### src/rtl/sync_fifo_param_pkg.sv
// sync_fifo_param_pkg: depth derivation and read-mode constants shared by the FIFO files.
package sync_fifo_param_pkg;
  localparam int MODE_STD  = 0;
  localparam int MODE_FWFT = 1;
  function automatic int fifo_depth(input int addr_w);
    return 1 << addr_w;
  endfunction
endpackage

### src/rtl/sync_fifo_ram.sv
// sync_fifo_ram: simple dual-port RAM, synchronous write, registered read with read-enable.
module sync_fifo_ram
  import sync_fifo_param_pkg::*;
#(
  parameter int DATA_W = 8,
  parameter int ADDR_W = 3
) (
  input  logic              clk,
  input  logic              rst,
  input  logic              wr_en,
  input  logic [ADDR_W-1:0] wr_addr,
  input  logic [DATA_W-1:0] wr_data,
  input  logic              rd_en,
  input  logic [ADDR_W-1:0] rd_addr,
  output logic [DATA_W-1:0] rd_data
);
  logic [DATA_W-1:0] mem [fifo_depth(ADDR_W)];
  always_ff @(posedge clk)
    if (wr_en) mem[wr_addr] <= wr_data;
  // Only the read register is reset; the array stays reset-free so it maps onto RAM.
  always_ff @(posedge clk or posedge rst)
    if (rst) rd_data <= '0;
    else if (rd_en) rd_data <= mem[rd_addr];
endmodule

### src/rtl/sync_fifo_param.sv
// sync_fifo_param: single-clock FIFO with optional first-word-fall-through stage,
// fill level, almost flags, sticky overflow/underflow and synchronous flush.
module sync_fifo_param
  import sync_fifo_param_pkg::*;
#(
  parameter int DATA_W   = 8,
  parameter int ADDR_W   = 3,
  parameter int FWFT     = 1,
  parameter int AF_LEVEL = 6,
  parameter int AE_LEVEL = 1
) (
  input  logic              clk,
  input  logic              reset,
  input  logic              flush,
  input  logic              wr_enable,
  input  logic [DATA_W-1:0] wr_data,
  input  logic              rd_enable,
  output logic [DATA_W-1:0] rd_data,
  output logic              full,
  output logic              empty,
  output logic [ADDR_W:0]   level,
  output logic              almost_full,
  output logic              almost_empty,
  output logic              overflow,
  output logic              underflow
);
  localparam int DEPTH = fifo_depth(ADDR_W);
  logic [ADDR_W:0] wptr, rptr, count;
  logic wr_acc, ram_rd, mem_empty;
  assign count       = wptr - rptr;
  assign full        = count == (ADDR_W+1)'(DEPTH);
  assign mem_empty   = count == '0;
  assign wr_acc      = wr_enable & ~full & ~flush;
  assign almost_full  = int'(level) >= AF_LEVEL;
  assign almost_empty = int'(level) <= AE_LEVEL;
  // ram_rd advances the read pointer: a pop in standard mode, a prefetch in FWFT mode.
  if (FWFT == MODE_FWFT) begin : g_fwft
    logic valid;
    assign empty  = ~valid;
    assign ram_rd = ~flush & ~mem_empty & (~valid | rd_enable);
    assign level  = count + {{ADDR_W{1'b0}}, valid};
    always_ff @(posedge clk or posedge reset)
      if (reset) valid <= 1'b0;
      else valid <= ~flush & (ram_rd | (valid & ~rd_enable));
  end else begin : g_std
    assign empty  = mem_empty;
    assign ram_rd = ~flush & ~mem_empty & rd_enable;
    assign level  = count;
  end
  always_ff @(posedge clk or posedge reset)
    if (reset) begin
      wptr      <= '0;
      rptr      <= '0;
      overflow  <= 1'b0;
      underflow <= 1'b0;
    end else if (flush) begin
      rptr      <= wptr;
      overflow  <= 1'b0;
      underflow <= 1'b0;
    end else begin
      wptr      <= wr_acc ? wptr + (ADDR_W+1)'(1) : wptr;
      rptr      <= ram_rd ? rptr + (ADDR_W+1)'(1) : rptr;
      overflow  <= overflow | (wr_enable & full);
      underflow <= underflow | (rd_enable & empty);
    end
  sync_fifo_ram #(.DATA_W(DATA_W), .ADDR_W(ADDR_W)) u_ram (
    .clk     (clk),
    .rst     (reset),
    .wr_en   (wr_acc),
    .wr_addr (wptr[ADDR_W-1:0]),
    .wr_data (wr_data),
    .rd_en   (ram_rd),
    .rd_addr (rptr[ADDR_W-1:0]),
    .rd_data (rd_data)
  );
endmodule
### config.mk
export PLATFORM = sky130hd
export DESIGN_NAME = sync_fifo_param
export DESIGN_NICKNAME = d
export VERILOG_FILES = /design/src/rtl/sync_fifo_param_pkg.sv /design/src/rtl/sync_fifo_ram.sv /design/src/rtl/sync_fifo_param.sv
export SDC_FILE = /design/constraint.sdc
export NUM_CORES = 1
export LEC_CHECK = 0
export ABC_AREA = 1
export BUFFER_PORTS_ARGS = -buffer_cell sky130_fd_sc_hd__buf_4
export CAP_MARGIN = 30
export CORE_MARGIN = 5
export CORE_UTILIZATION = 50
export CTS_CLUSTER_DIAMETER = 60
export CTS_CLUSTER_SIZE = 28
export DETAILED_ROUTE_END_ITERATION = 8
export GPL_TIMING_DRIVEN = 0
export MAX_ROUTING_LAYER = met4
export PLACE_DENSITY = 0.81
export SYNTH_ARGS = -nofsm -noshare
export SYNTH_HDL_FRONTEND = slang
export SYNTH_SLANG_ARGS = --single-unit
export TNS_END_PERCENT = 50
### constraint.sdc
create_clock -name clk -period 2.19 [get_ports clk]
set_input_delay 0.438 -clock clk [delete_from_list [all_inputs] [get_ports clk]]
set_output_delay 0.438 -clock clk [all_outputs]
set_load 0.03 [all_outputs]
==> qor.txt <==
status = finished, violations left
failing checks = setup timing
Initial Utilization = 51.7%
slowest CP cell = fa_2
Cell Pwr Density = 1690 mW/mm^2
Arr. time, crit path = 2.25 ns
clk slew on worst S/H paths = 0.08 ns
top cell type by total area after synthesis = edfxtp_1
Peak VDD IR = 645 uV
Nets = 447
hold buffers post-CTS = 0
skew final = 0.00843 ns
syn_area_per_cell = 10.4 sq um
deepest clock path buffer count = 2
post-route ant nets = 0
initial antenna violation count = 0
max incr delay on CP = 0.53 ns
most frequent cells in the layout = 87 x nand2_1, 64 x edfxtp_1, 51 x nor2_1
final setup fails = 72
Seq cells post-synth = 83
I/O Pins = 31
DIE AREA = 0.00942 sq mm
setup ws final = -0.496 ns
Mapped Cells = 366
Final Hold Viols = 0
top-area cell type share of the netlist area = 50.7%
register area = 0.00240 sq mm
clk_lat worst skew = 0.36 ns
sequential area share after synthesis = 63.3%
Max Cap Viol = 0
critical path class = register to primary output
layout cell share with drive strength beyond 1 = 28.4%
DR vias/cell = 5.50
gpl congestion = 0.847
root buffer cell = clkbuf_8
initial drt markers = 329
top cells by area, synth = edfxtp_1 51%, dfrtp_1 13%, nand2_1 9.0%, nor2_1 5.8%, o21ai_0 4.1%
Die W = 97.0 microns
WL/cell = 17.0 microns
Synth Warn # = 0
Max FO, Critical Path = 2
placed inst area = 0.00422 sq mm
syn_nets = 387
std cell rows = 31
DRC Markers = 0
vias in the first global route = 2923
most common cell after layout, fill and taps aside = nand2_1
CTS tree = done
Final period util = 123%
dpl hpwl = 5480 microns
final instance area = 0.00481 sq mm
H-tree depth = 3
Final Critical Period = 2.69 ns
Slew headroom = 51.9%
final WL = 9020 microns
Total GRT Usage = 19.7%
Final Max Tran Viols = 0
Pleak = 0.00198 uW
Slew @ Worst Pin = 0.721 ns
cell area after synthesis = 0.00379 sq mm
RSZ-0062 raised after global routing = true
family with the most delay on the worst path = adder cells
DP Worst Slack = -0.789 ns
Max Fclk = 372 MHz
Unique masters post-synth = 31
vias post-DR = 2907
Crit path required time = 1.75 ns
cells along the critical path = ha_4 -> fa_2 -> inv_2 -> nand3_4 -> nand3b_1 -> nand2_4 -> nor3_4 -> buf_6
grt ovf = 0
Critical Path Source Type = register
CORE AREA = 0.00733 sq mm
fill count = 540
HP Class = primary input to async pin
area of the multi-input gates = 0.00143 sq mm
First-pass DRT Iterations = 6
Die Span Y = 97.0 microns
WP buf/inv = 2
CP Capture Type = primary output
Port Buffers = 29
global-route wire length before repair = 14200 microns
number of CTS-inserted buffers = 9
# clock sinks = 83
final hold slack = 0.197 ns
number of antenna diodes = 0
largest net degree at the start of global routing = 20
Area Overhead vs Synth = 26.9%
## synthesized netlist by cell type (all sizes together)
master and n:
nand3b 1, nand2 97, clkbuf 2, fa 1, nor2 61, a21oi 11
inv 18, edfxtp 64, nand4 4, nor3 1, xor2 4, ha 7
dfrtp 19, xnor2 1, nand3 23, o21ai 37, clkinv 2, buf 13
## layer usage
layer  share of wire (%)  vias to the layer above  global-route usage (%)
li1                    -                     1347                       -
met1                  39                     1379                    22.9
met2                  50                      153                    32.0
met3                 8.0                       28                    5.97
met4                 2.9                        0                    7.99
met5                   0                        -                       -
## timing repair
item	4_1_cts	5_1_grt
buffers inserted	12	8
setup endpoints to repair	76	77
resized for setup	25	13
pin swaps	6	8
## layout make-up
| class | count | share of cell area, % |
|---|---|---|
| flip-flops and latches | 83 | 49.9 |
| multi-input cells | 248 | 29.6 |
| repair buffers | 49 | 9.83 |
| clock buffers | 9 | 2.58 |
| well taps | 99 | 2.58 |
| clock inverters | 6 | 1.85 |
| plain buffers | 15 | 1.85 |
| inverters | 20 | 1.77 |
## through the flow
stage	std cells	TNS, ns	power (uW)	util (%)
3_5_place_dp	494	-47.13	6160	57.6
4_1_cts	521	-11.23	7760	63.9
5_1_grt	529	-17.73	8600	65.6
2_1_floorplan	366	-12.07	5110	-
3_3_place_gp	494	-44.38	6050	57.6
6_report	529	-12.41	8110	65.6
## power by group
part           leakage [uW]  switching [uW]  total, uW  internal [uW]
clock network      0.000104             546       1190            640
logic               0.00106            2950       4820           1870
registers          0.000814             148       2100           1960
total               0.00198            3650       8110           4460
## logic make-up (layout without fill, tap and decap cells)
logic type               count (synthesis)  count (layout)  share of synthesized area, %
buffers and inverters                   35              99                          4.23
AND/OR/NAND/NOR                        187             187                          22.1
flip-flops                              83              83                          63.3
adder cells (fa/ha/maj)                  8               8                          2.84
AO/OA/AOI/OAI                           48              48                          6.44
XOR/XNOR                                 5               5                          1.16
## worst reg2reg max path, stage by stage, from the launching register on
cell and delay, ns:
dfrtp_2 0.45, ha_4 0.18, fa_2 0.35, inv_2 0.06, nand2_2 0.06, nand2_4 0.08
buf_12 0.13, nor2_8 0.04, nand2_4 0.10, buf_6 0.12, nand3_4 0.10, buf_6 0.16
nor2_4 0.24
## state kept, by name, indices dropped and copies added (netlist names)
register	cells
underflow	1
wptr	4
g_fwft.valid	1
u_ram.rd_data	8
u_ram.mem	64
rptr	4
overflow	1
## worst paths after layout
check | start | endpoint | slack (ns) | cells past startpoint
setup / recovery | rptr[0] | almost_empty | -0.50 | 8
hold reg to reg | u_ram.rd_data[7] | u_ram.rd_data[7] | 0.49 | 2
min in group clk | wr_data[1] | u_ram.mem[4][1] | 0.32 | 1
max in group asynchronous | reset | rptr[0] | 1.49 | 2
hold / removal | reset | u_ram.rd_data[6] | 0.20 | 2
setup reg to reg | rptr[0] | u_ram.mem[0][5] | -0.20 | 12
Power figures use the tool's default switching activity.
